===== config.mk =====
export PLATFORM = sky130hd
export DESIGN_NAME = trap_sequencer_flat
export DESIGN_NICKNAME = d
export VERILOG_FILES = /design/src/rtl/trap_sequencer_pkg.sv /design/src/rtl/trap_sequencer_if.sv /design/src/rtl/trap_sequencer_csr_regs.sv /design/src/rtl/trap_sequencer.sv /design/src/flat_wrapper.sv
export SDC_FILE = /design/constraint.sdc
export NUM_CORES = 1
export LEC_CHECK = 0
export ABC_CLOCK_PERIOD_IN_PS = 1800
export BUFFER_PORTS_ARGS = -buffer_cell sky130_fd_sc_hd__buf_4
export CORE_UTILIZATION = 39
export DETAILED_ROUTE_END_ITERATION = 12
export PLACE_DENSITY = 0.76
export SETUP_SLACK_MARGIN = 0.05
export SLEW_MARGIN = 20
export SYNTH_ARGS = -nofsm -noshare
export SYNTH_HDL_FRONTEND = slang
export SYNTH_SLANG_ARGS = --single-unit

===== constraint.sdc =====
create_clock -name CLK -period 1.8 [get_ports CLK]
set_input_delay 0.54 -clock CLK [delete_from_list [all_inputs] [get_ports CLK]]
set_output_delay 0.54 -clock CLK [all_outputs]
set_load 0.02 [all_outputs]

===== src/rtl/trap_sequencer_pkg.sv =====
// Shared types and constants for the machine-mode trap sequencer.
package trap_sequencer_pkg;

    typedef enum logic [2:0] {
        StIdle,
        StFlush,
        StDrain,
        StUpdate,
        StRedirect
    } trap_state_t;

    typedef enum logic [2:0] {
        KindNone,
        KindIllegal,
        KindEbreak,
        KindEcall,
        KindMret,
        KindIrq
    } trap_kind_t;

    localparam logic [11:0] CSR_MSTATUS = 12'h300;
    localparam logic [11:0] CSR_MTVEC   = 12'h305;
    localparam logic [11:0] CSR_MEPC    = 12'h341;
    localparam logic [11:0] CSR_MCAUSE  = 12'h342;
    localparam logic [11:0] CSR_MTVAL   = 12'h343;

    localparam logic [31:0] CAUSE_ILLEGAL    = 32'd2;
    localparam logic [31:0] CAUSE_BREAKPOINT = 32'd3;
    localparam logic [31:0] CAUSE_ECALL_M    = 32'd11;
    localparam logic [31:0] CAUSE_EXT_IRQ    = 32'h8000_000B;

    // Fixed priority: ILLEGAL > EBREAK > ECALL > MRET > IRQ.
    function automatic trap_kind_t pick_kind(input logic ill, input logic ebrk,
                                             input logic ecall, input logic mret,
                                             input logic irq);
        if (ill)        return KindIllegal;
        else if (ebrk)  return KindEbreak;
        else if (ecall) return KindEcall;
        else if (mret)  return KindMret;
        else if (irq)   return KindIrq;
        else            return KindNone;
    endfunction

endpackage


===== src/rtl/trap_sequencer_if.sv =====
// Core-side request/CSR bus of the trap sequencer.
// TRAP_EXT_IRQ_EN adds the level-sensitive EXT_IRQ_i request.
interface trap_sequencer_if;

    logic        EN;
    logic        ILLEGAL_INSTR_i;
    logic        ECALL_i;
    logic        EBREAK_i;
    logic        MRET_i;
    logic [31:0] TRAP_PC_i;
    logic [31:0] TRAP_INSTR_i;
    logic        PIPE_IDLE_i;
    logic        CSR_WE_i;
    logic [11:0] CSR_ADDR_i;
    logic [31:0] CSR_WDATA_i;
`ifdef TRAP_EXT_IRQ_EN
    logic        EXT_IRQ_i;
`endif
    logic        STALL_o;
    logic        FLUSH_o;
    logic        PC_REDIRECT_o;
    logic [31:0] PC_TARGET_o;
    logic [31:0] MTVEC_o;
    logic [31:0] MEPC_o;
    logic [31:0] MCAUSE_o;
    logic [31:0] MTVAL_o;
    logic        MIE_o;
    logic        BUSY_o;

    // Core side: drives requests, observes control and CSR values.
    modport master (
`ifdef TRAP_EXT_IRQ_EN
        output EXT_IRQ_i,
`endif
        output EN, ILLEGAL_INSTR_i, ECALL_i, EBREAK_i, MRET_i, TRAP_PC_i, TRAP_INSTR_i,
        output PIPE_IDLE_i, CSR_WE_i, CSR_ADDR_i, CSR_WDATA_i,
        input  STALL_o, FLUSH_o, PC_REDIRECT_o, PC_TARGET_o,
        input  MTVEC_o, MEPC_o, MCAUSE_o, MTVAL_o, MIE_o, BUSY_o
    );

    // Sequencer side.
    modport slave (
`ifdef TRAP_EXT_IRQ_EN
        input  EXT_IRQ_i,
`endif
        input  EN, ILLEGAL_INSTR_i, ECALL_i, EBREAK_i, MRET_i, TRAP_PC_i, TRAP_INSTR_i,
        input  PIPE_IDLE_i, CSR_WE_i, CSR_ADDR_i, CSR_WDATA_i,
        output STALL_o, FLUSH_o, PC_REDIRECT_o, PC_TARGET_o,
        output MTVEC_o, MEPC_o, MCAUSE_o, MTVAL_o, MIE_o, BUSY_o
    );

endinterface


===== src/rtl/trap_sequencer_csr_regs.sv =====
// Trap CSR storage (mtvec, mepc, mcause, mtval, mstatus.MIE/MPIE).
// Hardware trap updates override a software write to the same CSR in the same cycle.
module trap_csr_regs
    import trap_sequencer_pkg::*;
#(
    parameter logic [31:0] ResetMtvec = 32'h0000_0100
) (
    input  logic        clk_i,
    input  logic        rst_ni,
    input  logic        hw_exc_i,
    input  logic        hw_mret_i,
    input  logic [31:0] hw_mepc_i,
    input  logic [31:0] hw_mcause_i,
    input  logic [31:0] hw_mtval_i,
    input  logic        sw_we_i,
    input  logic [11:0] sw_addr_i,
    input  logic [31:0] sw_wdata_i,
    output logic [31:0] mtvec_o,
    output logic [31:0] mepc_o,
    output logic [31:0] mcause_o,
    output logic [31:0] mtval_o,
    output logic        mie_o
);

    logic [31:0] mtvec_q, mtvec_d;
    logic [31:0] mepc_q, mepc_d;
    logic [31:0] mcause_q, mcause_d;
    logic [31:0] mtval_q, mtval_d;
    logic        mie_q, mie_d;
    logic        mpie_q, mpie_d;

    // Software write first, then hardware update overrides it.
    always_comb begin
        mtvec_d  = mtvec_q;
        mepc_d   = mepc_q;
        mcause_d = mcause_q;
        mtval_d  = mtval_q;
        mie_d    = mie_q;
        mpie_d   = mpie_q;
        if (sw_we_i) begin
            unique case (sw_addr_i)
                CSR_MTVEC:   mtvec_d  = {sw_wdata_i[31:2], 2'b00};
                CSR_MEPC:    mepc_d   = {sw_wdata_i[31:2], 2'b00};
                CSR_MCAUSE:  mcause_d = sw_wdata_i;
                CSR_MTVAL:   mtval_d  = sw_wdata_i;
                CSR_MSTATUS: begin
                    mie_d  = sw_wdata_i[3];
                    mpie_d = sw_wdata_i[7];
                end
                default: ;
            endcase
        end
        if (hw_exc_i) begin
            mepc_d   = hw_mepc_i;
            mcause_d = hw_mcause_i;
            mtval_d  = hw_mtval_i;
            mpie_d   = mie_q;
            mie_d    = 1'b0;
        end else if (hw_mret_i) begin
            mie_d  = mpie_q;
            mpie_d = 1'b1;
        end
    end

    // CSR registers.
    always_ff @(posedge clk_i or negedge rst_ni) begin
        if (!rst_ni) begin
            mtvec_q  <= ResetMtvec;
            mepc_q   <= '0;
            mcause_q <= '0;
            mtval_q  <= '0;
            mie_q    <= 1'b0;
            mpie_q   <= 1'b0;
        end else begin
            mtvec_q  <= mtvec_d;
            mepc_q   <= mepc_d;
            mcause_q <= mcause_d;
            mtval_q  <= mtval_d;
            mie_q    <= mie_d;
            mpie_q   <= mpie_d;
        end
    end

    assign mtvec_o  = mtvec_q;
    assign mepc_o   = mepc_q;
    assign mcause_o = mcause_q;
    assign mtval_o  = mtval_q;
    assign mie_o    = mie_q;

endmodule


===== src/rtl/trap_sequencer.sv =====
// Machine-mode trap sequencer: IDLE -> FLUSH -> DRAIN -> UPDATE -> REDIRECT -> IDLE.
// TRAP_EXT_IRQ_EN enables a lowest-priority external interrupt gated by mstatus.MIE.
module trap_sequencer
    import trap_sequencer_pkg::*;
#(
    parameter logic [31:0] RESET_MTVEC   = 32'h0000_0100,
    parameter int unsigned DRAIN_TIMEOUT = 8
) (
    input logic             CLK,
    input logic             RSTn,
    trap_sequencer_if.slave bus
);

    localparam int unsigned CntW = (DRAIN_TIMEOUT > 1) ? $clog2(DRAIN_TIMEOUT) : 1;

    trap_state_t state_q, state_d;
    trap_kind_t  kind_q, kind_d;
    trap_kind_t  req_kind;
    logic [31:0] pc_q, pc_d;
    logic [31:0] instr_q, instr_d;
    logic [CntW-1:0] cnt_q, cnt_d;

    logic [31:0] mtvec, mepc, mcause, mtval;
    logic        mie;
    logic        irq_req;
    logic        hw_exc, hw_mret;
    logic [31:0] hw_mcause, hw_mtval;

`ifdef TRAP_EXT_IRQ_EN
    assign irq_req = bus.EXT_IRQ_i & mie;
`else
    assign irq_req = 1'b0;
`endif

    assign req_kind = pick_kind(bus.ILLEGAL_INSTR_i, bus.EBREAK_i, bus.ECALL_i, bus.MRET_i,
                                irq_req);

    // Next-state logic; counter holds DRAIN_TIMEOUT-1 so DRAIN lasts at most DRAIN_TIMEOUT cycles.
    always_comb begin
        state_d = state_q;
        kind_d  = kind_q;
        pc_d    = pc_q;
        instr_d = instr_q;
        cnt_d   = cnt_q;
        unique case (state_q)
            StIdle: begin
                if (bus.EN && (req_kind != KindNone)) begin
                    kind_d  = req_kind;
                    pc_d    = bus.TRAP_PC_i;
                    instr_d = bus.TRAP_INSTR_i;
                    state_d = StFlush;
                end
            end
            StFlush: begin
                cnt_d   = CntW'(DRAIN_TIMEOUT - 1);
                state_d = StDrain;
            end
            StDrain: begin
                if (bus.PIPE_IDLE_i || (cnt_q == '0)) begin
                    state_d = StUpdate;
                end else begin
                    cnt_d = cnt_q - CntW'(1);
                end
            end
            StUpdate:   state_d = StRedirect;
            StRedirect: state_d = StIdle;
            default:    state_d = StIdle;
        endcase
    end

    // FSM and latched event registers.
    always_ff @(posedge CLK or negedge RSTn) begin
        if (!RSTn) begin
            state_q <= StIdle;
            kind_q  <= KindNone;
            pc_q    <= '0;
            instr_q <= '0;
            cnt_q   <= '0;
        end else begin
            state_q <= state_d;
            kind_q  <= kind_d;
            pc_q    <= pc_d;
            instr_q <= instr_d;
            cnt_q   <= cnt_d;
        end
    end

    // Hardware CSR update values for the latched event.
    always_comb begin
        hw_exc    = (state_q == StUpdate) && (kind_q != KindMret) && (kind_q != KindNone);
        hw_mret   = (state_q == StUpdate) && (kind_q == KindMret);
        hw_mcause = '0;
        hw_mtval  = '0;
        unique case (kind_q)
            KindIllegal: begin
                hw_mcause = CAUSE_ILLEGAL;
                hw_mtval  = instr_q;
            end
            KindEbreak: begin
                hw_mcause = CAUSE_BREAKPOINT;
                hw_mtval  = pc_q;
            end
            KindEcall:  hw_mcause = CAUSE_ECALL_M;
            KindIrq:    hw_mcause = CAUSE_EXT_IRQ;
            default: ;
        endcase
    end

    trap_csr_regs #(
        .ResetMtvec (RESET_MTVEC)
    ) u_csr_regs (
        .clk_i       (CLK),
        .rst_ni      (RSTn),
        .hw_exc_i    (hw_exc),
        .hw_mret_i   (hw_mret),
        .hw_mepc_i   ({pc_q[31:2], 2'b00}),
        .hw_mcause_i (hw_mcause),
        .hw_mtval_i  (hw_mtval),
        .sw_we_i     (bus.CSR_WE_i),
        .sw_addr_i   (bus.CSR_ADDR_i),
        .sw_wdata_i  (bus.CSR_WDATA_i),
        .mtvec_o     (mtvec),
        .mepc_o      (mepc),
        .mcause_o    (mcause),
        .mtval_o     (mtval),
        .mie_o       (mie)
    );

    // Outputs decoded from registered state only.
    always_comb begin
        bus.BUSY_o        = (state_q != StIdle);
        bus.STALL_o       = (state_q != StIdle);
        bus.FLUSH_o       = (state_q == StFlush);
        bus.PC_REDIRECT_o = (state_q == StRedirect);
        bus.PC_TARGET_o   = '0;
        if (state_q == StRedirect) begin
            bus.PC_TARGET_o = (kind_q == KindMret) ? mepc : mtvec;
        end
        bus.MTVEC_o  = mtvec;
        bus.MEPC_o   = mepc;
        bus.MCAUSE_o = mcause;
        bus.MTVAL_o  = mtval;
        bus.MIE_o    = mie;
    end

endmodule


===== src/flat_wrapper.sv =====
// flat-port wrapper written by rule: the top's interface ports become plain ports
module trap_sequencer_flat import trap_sequencer_pkg::*;
#(
    parameter logic [31:0] RESET_MTVEC   = 32'h0000_0100,
    parameter int unsigned DRAIN_TIMEOUT = 8
)
  (CLK, RSTn, bus_EN, bus_ILLEGAL_INSTR_i, bus_ECALL_i, bus_EBREAK_i, bus_MRET_i, bus_TRAP_PC_i, bus_TRAP_INSTR_i, bus_PIPE_IDLE_i, bus_CSR_WE_i, bus_CSR_ADDR_i, bus_CSR_WDATA_i, bus_STALL_o, bus_FLUSH_o, bus_PC_REDIRECT_o, bus_PC_TARGET_o, bus_MTVEC_o, bus_MEPC_o, bus_MCAUSE_o, bus_MTVAL_o, bus_MIE_o, bus_BUSY_o);
  trap_sequencer_if bus_i ();
  input logic CLK;
  input logic RSTn;
  input wire logic [$bits(bus_i.EN)-1:0] bus_EN;
  input wire logic [$bits(bus_i.ILLEGAL_INSTR_i)-1:0] bus_ILLEGAL_INSTR_i;
  input wire logic [$bits(bus_i.ECALL_i)-1:0] bus_ECALL_i;
  input wire logic [$bits(bus_i.EBREAK_i)-1:0] bus_EBREAK_i;
  input wire logic [$bits(bus_i.MRET_i)-1:0] bus_MRET_i;
  input wire logic [$bits(bus_i.TRAP_PC_i)-1:0] bus_TRAP_PC_i;
  input wire logic [$bits(bus_i.TRAP_INSTR_i)-1:0] bus_TRAP_INSTR_i;
  input wire logic [$bits(bus_i.PIPE_IDLE_i)-1:0] bus_PIPE_IDLE_i;
  input wire logic [$bits(bus_i.CSR_WE_i)-1:0] bus_CSR_WE_i;
  input wire logic [$bits(bus_i.CSR_ADDR_i)-1:0] bus_CSR_ADDR_i;
  input wire logic [$bits(bus_i.CSR_WDATA_i)-1:0] bus_CSR_WDATA_i;
  output wire logic [$bits(bus_i.STALL_o)-1:0] bus_STALL_o;
  output wire logic [$bits(bus_i.FLUSH_o)-1:0] bus_FLUSH_o;
  output wire logic [$bits(bus_i.PC_REDIRECT_o)-1:0] bus_PC_REDIRECT_o;
  output wire logic [$bits(bus_i.PC_TARGET_o)-1:0] bus_PC_TARGET_o;
  output wire logic [$bits(bus_i.MTVEC_o)-1:0] bus_MTVEC_o;
  output wire logic [$bits(bus_i.MEPC_o)-1:0] bus_MEPC_o;
  output wire logic [$bits(bus_i.MCAUSE_o)-1:0] bus_MCAUSE_o;
  output wire logic [$bits(bus_i.MTVAL_o)-1:0] bus_MTVAL_o;
  output wire logic [$bits(bus_i.MIE_o)-1:0] bus_MIE_o;
  output wire logic [$bits(bus_i.BUSY_o)-1:0] bus_BUSY_o;
  assign bus_i.EN = bus_EN;
  assign bus_i.ILLEGAL_INSTR_i = bus_ILLEGAL_INSTR_i;
  assign bus_i.ECALL_i = bus_ECALL_i;
  assign bus_i.EBREAK_i = bus_EBREAK_i;
  assign bus_i.MRET_i = bus_MRET_i;
  assign bus_i.TRAP_PC_i = bus_TRAP_PC_i;
  assign bus_i.TRAP_INSTR_i = bus_TRAP_INSTR_i;
  assign bus_i.PIPE_IDLE_i = bus_PIPE_IDLE_i;
  assign bus_i.CSR_WE_i = bus_CSR_WE_i;
  assign bus_i.CSR_ADDR_i = bus_CSR_ADDR_i;
  assign bus_i.CSR_WDATA_i = bus_CSR_WDATA_i;
  assign bus_STALL_o = bus_i.STALL_o;
  assign bus_FLUSH_o = bus_i.FLUSH_o;
  assign bus_PC_REDIRECT_o = bus_i.PC_REDIRECT_o;
  assign bus_PC_TARGET_o = bus_i.PC_TARGET_o;
  assign bus_MTVEC_o = bus_i.MTVEC_o;
  assign bus_MEPC_o = bus_i.MEPC_o;
  assign bus_MCAUSE_o = bus_i.MCAUSE_o;
  assign bus_MTVAL_o = bus_i.MTVAL_o;
  assign bus_MIE_o = bus_i.MIE_o;
  assign bus_BUSY_o = bus_i.BUSY_o;
  trap_sequencer #(.RESET_MTVEC(RESET_MTVEC), .DRAIN_TIMEOUT(DRAIN_TIMEOUT)) u_core (.CLK(CLK), .RSTn(RSTn), .bus(bus_i));
endmodule

==> out/metrics.yaml <==
logic_synthesis:
  synth_seq_cells: 199
  synth_cells: 857
  synth-xor-area-share_pct: 0.190
  netlist_top_cells_count: "dfrtp_1 (198), nand2_1 (184), mux2_2 (99)"
  yosys.area_share.adder_pct: 0.271
  yosysSeqAreaShare_pct: 53.9
  synth-compound-area-share_pct: 12.6
  syn_area_per_cell_um2: 10.8
  yosysWarnings: 0
  yosysMostFrequentCell: "dfrtp_1"
  synthFlopType: "dfrtp_1"
  synthArstFlopShare_pct: 100
  netlist_top_cells_area: "dfrtp_1 (54%), mux2_2 (12%), nand2_1 (7.5%), mux2_4 (4.4%), a21oi_1 (3.5%)"
  synth_simple_gate_area_share_pct: 12.0
  synth_mux_area_share_pct: 16.8
  synth.top_cell.area_share_pct: 53.6
  synth_top_area_cell: "dfrtp_1"
  ys_types: 48
  synth_area_mm2: 0.00924
  synth_top_family_by_area: "multiplexers"
  synth_edf_count: 0
pwr:
  seq_power_share_pct: 32.5
  power.density_mw_per_mm2: 1550
  ir_drop_uv: 740
  intPower_mw: 14.3
  power_mw: 23.5
  swShare_pct: 39.0
  p_leak_nw: 6.95
  p_clk_share_pct: 18.1
  comb_power_share_pct: 49.4
  power_switching_mw: 9.15
global_routing:
  gr-total-overflow: 0
  grt_pass1_wl_um: 50300
  grt_antenna_before_repair: 0
  grt_max_degree: 53
  grt_usage_pct: 27.6
  grt_pass1_vias: 8594
timing:
  post-route-period-util_pct: 132
  fin_crit_ns: 2.37
  setup_slack_ns: -0.571
  skew_ns: 0.0173
  fmax_mhz: 422
  setup_viol: 129
  finalHoldViolCount: 0
  tightest_slew_ns: 0.508
  finalMaxSlewViolations: 0
  slew_headroom_pct: 66.1
  rsz0062_at_grt: "yes"
worst_hold_path:
  worstHoldPathType: "input port to async pin"
routing:
  ant_nets: 0
  viasPerCell: 5.56
  first_pass_iters: 5
  wl_per_cell_um: 23.4
  drt_iter0_markers: 463
  wirelength_um: 35800
  drc: 0
  via_count: 8523
clocking:
  cts_tree: "built"
  clk_pin_slew_ns: 0.08
  cts.sinks: 199
  clock_latency_ns: 0.44
  htreeDepth: 4
  root_buffer: "clkbuf_16"
  clockBufferDepth: 2
  cts_buffers: 17
worst_setup_path:
  cp-end-kind: "output port"
  ff2ff_setup_slack_ns: -0.32
  critPathMaxFanout: 13
  critPathKind: "flip-flop to output port"
  crit_required_ns: 1.26
  crit_arrival_ns: 1.83
  startpoint_type: "flip-flop"
die:
  die_area_mm2: 0.0243
  die_y_um: 156
  fp.dieW_um: 156
  rows: 55
  start_util_pct: 40.3
  ios: 282
  core_mm2: 0.0229
place:
  dp.cells: 1463
  post-dp-hpwl_um: 21700
  dp_slack_ns: -0.354
  place_congestion: 0.819
  io_buffer_count: 275
layout:
  final_util_pct: 66.2
  nNetsFinal: 1325
  layout.cells.non_filler: 1532
  fill_cells: 1652
  drive_above_1_share_pct: 57.8
  area_growth_pct: 64.1
  n_antenna_cell: 0
outcome:
  outcome: "finished with violations"
  violations: "setup timing"
flow_run:
  maxCapViolations: 0
-- worst max-delay path, stage by stage (launching register included) --
cell     delay [ns]
dfrtp_1        0.42
nor2_4         0.13
and2_4         0.23
buf_12         0.22
nand2_1        0.09
a21oi_2        0.15
buf_6          0.13
-- final timing paths --
check | startpoint | to | cells after the start
worst max-delay path | u_core.kind_q[1] | bus_PC_TARGET_o[31] | 6
worst min-delay path | RSTn | u_core.pc_q[27] | 1
worst max register to register | u_core.state_q[1] | u_core.instr_q[11] | 9
worst min register to register | u_core.u_csr_regs.mtval_o[18] | u_core.u_csr_regs.mtval_o[18] | 1
max in group asynchronous | RSTn | u_core.u_csr_regs.mtvec_o[8] | 2
min in group CLK | bus_TRAP_PC_i[29] | u_core.pc_q[29] | 2
-- area by class of cell --
cell class              count  area (um^2)  share of cell area [%]
multi-input cells         584         5350                    35.3
flip-flops and latches    199         4980                    32.9
repair buffers            396         3770                    24.9
clock buffers              18          429                    2.83
well taps                 313          392                    2.58
clock inverters            14          211                    1.39
inverters                   8         35.0                   0.231
-- stage by stage --
step / hold slack (ns) / cell area, um^2 / setup TNS [ns]
6_report: 0.0638 / 15200 / -33.89
5_1_grt: 0.0626 / 15200 / -41.12
4_1_cts: 0.0728 / 14300 / -26.54
3_5_place_dp: 0.495 / 13000 / -53.50
3_3_place_gp: 0.484 / 13000 / -42.81
2_1_floorplan: 0.244 / 10100 / -14.26
-- power groups by stage --
stage | Combinational [mW] | Clock, mW | Sequential, mW
after floorplan | 4.82 | 0 | 8.02
after global placement | 8.60 | 0 | 7.43
after detailed placement | 8.85 | 0 | 7.47
after CTS | 10.1 | 4.22 | 7.46
after global routing | 12.2 | 4.43 | 7.79
final | 11.6 | 4.25 | 7.63
-- routing by layer --
| layer | global-route usage, % | wire [um] |
|---|---|---|
| met1 | 35.6 | 14300 |
| met2 | 46.3 | 18100 |
| met4 | 9.38 | 951 |
| met5 | 0 | 0 |
| met3 | 5.58 | 2460 |
-- kinds of logic (layout without fill, tap and decap cells) --
family	Yosys count	count (layout)
DFF	199	199
other	1	6
and+or+nand+nor	265	265
buffers and inverters	79	436
muxes	129	129
adders and majority gates	2	2
AOI/OAI and AO/OA	180	180
xor gates and xnor gates	2	2
-- registers in the layout, summed over array words and instances (netlist names), 3 cells and up --
signal,count
u_core.u_csr_regs.mtval_o,32
u_core.u_csr_regs.mcause_o,32
u_core.instr_q,32
u_core.pc_q,32
u_core.state_q,3
u_core.kind_q,3
u_core.cnt_q,3
u_core.u_csr_regs.mepc_o,30
u_core.u_csr_regs.mtvec_o,30
-- cell usage in the layout, fill, tap and decap left out, drive strengths merged, types with 3 or more instances in the layout --
master / count
buf: 387
dfrtp: 198
nand2: 184
mux2: 126
a21oi: 64
nor2: 42
a22oi: 32
a31oi: 30
o2bb2ai: 30
clkbuf: 27
o21ai: 14
inv: 12
nand3: 8
clkinv: 7
conb: 6
nand4: 5
nor2b: 4
o211ai: 3
mux2i: 3
bufinv: 3
and2: 3
nor4b: 3
-- timing repair --
action / CTS / global route
setup buffers: 16 / 10
pin swaps: 13 / 51
cloned: 7 / 9
hold buffers: 0 / 0
setup endpoints to repair: 71 / 153
resized for setup: 94 / 126
(Power assumes the default switching activity.)
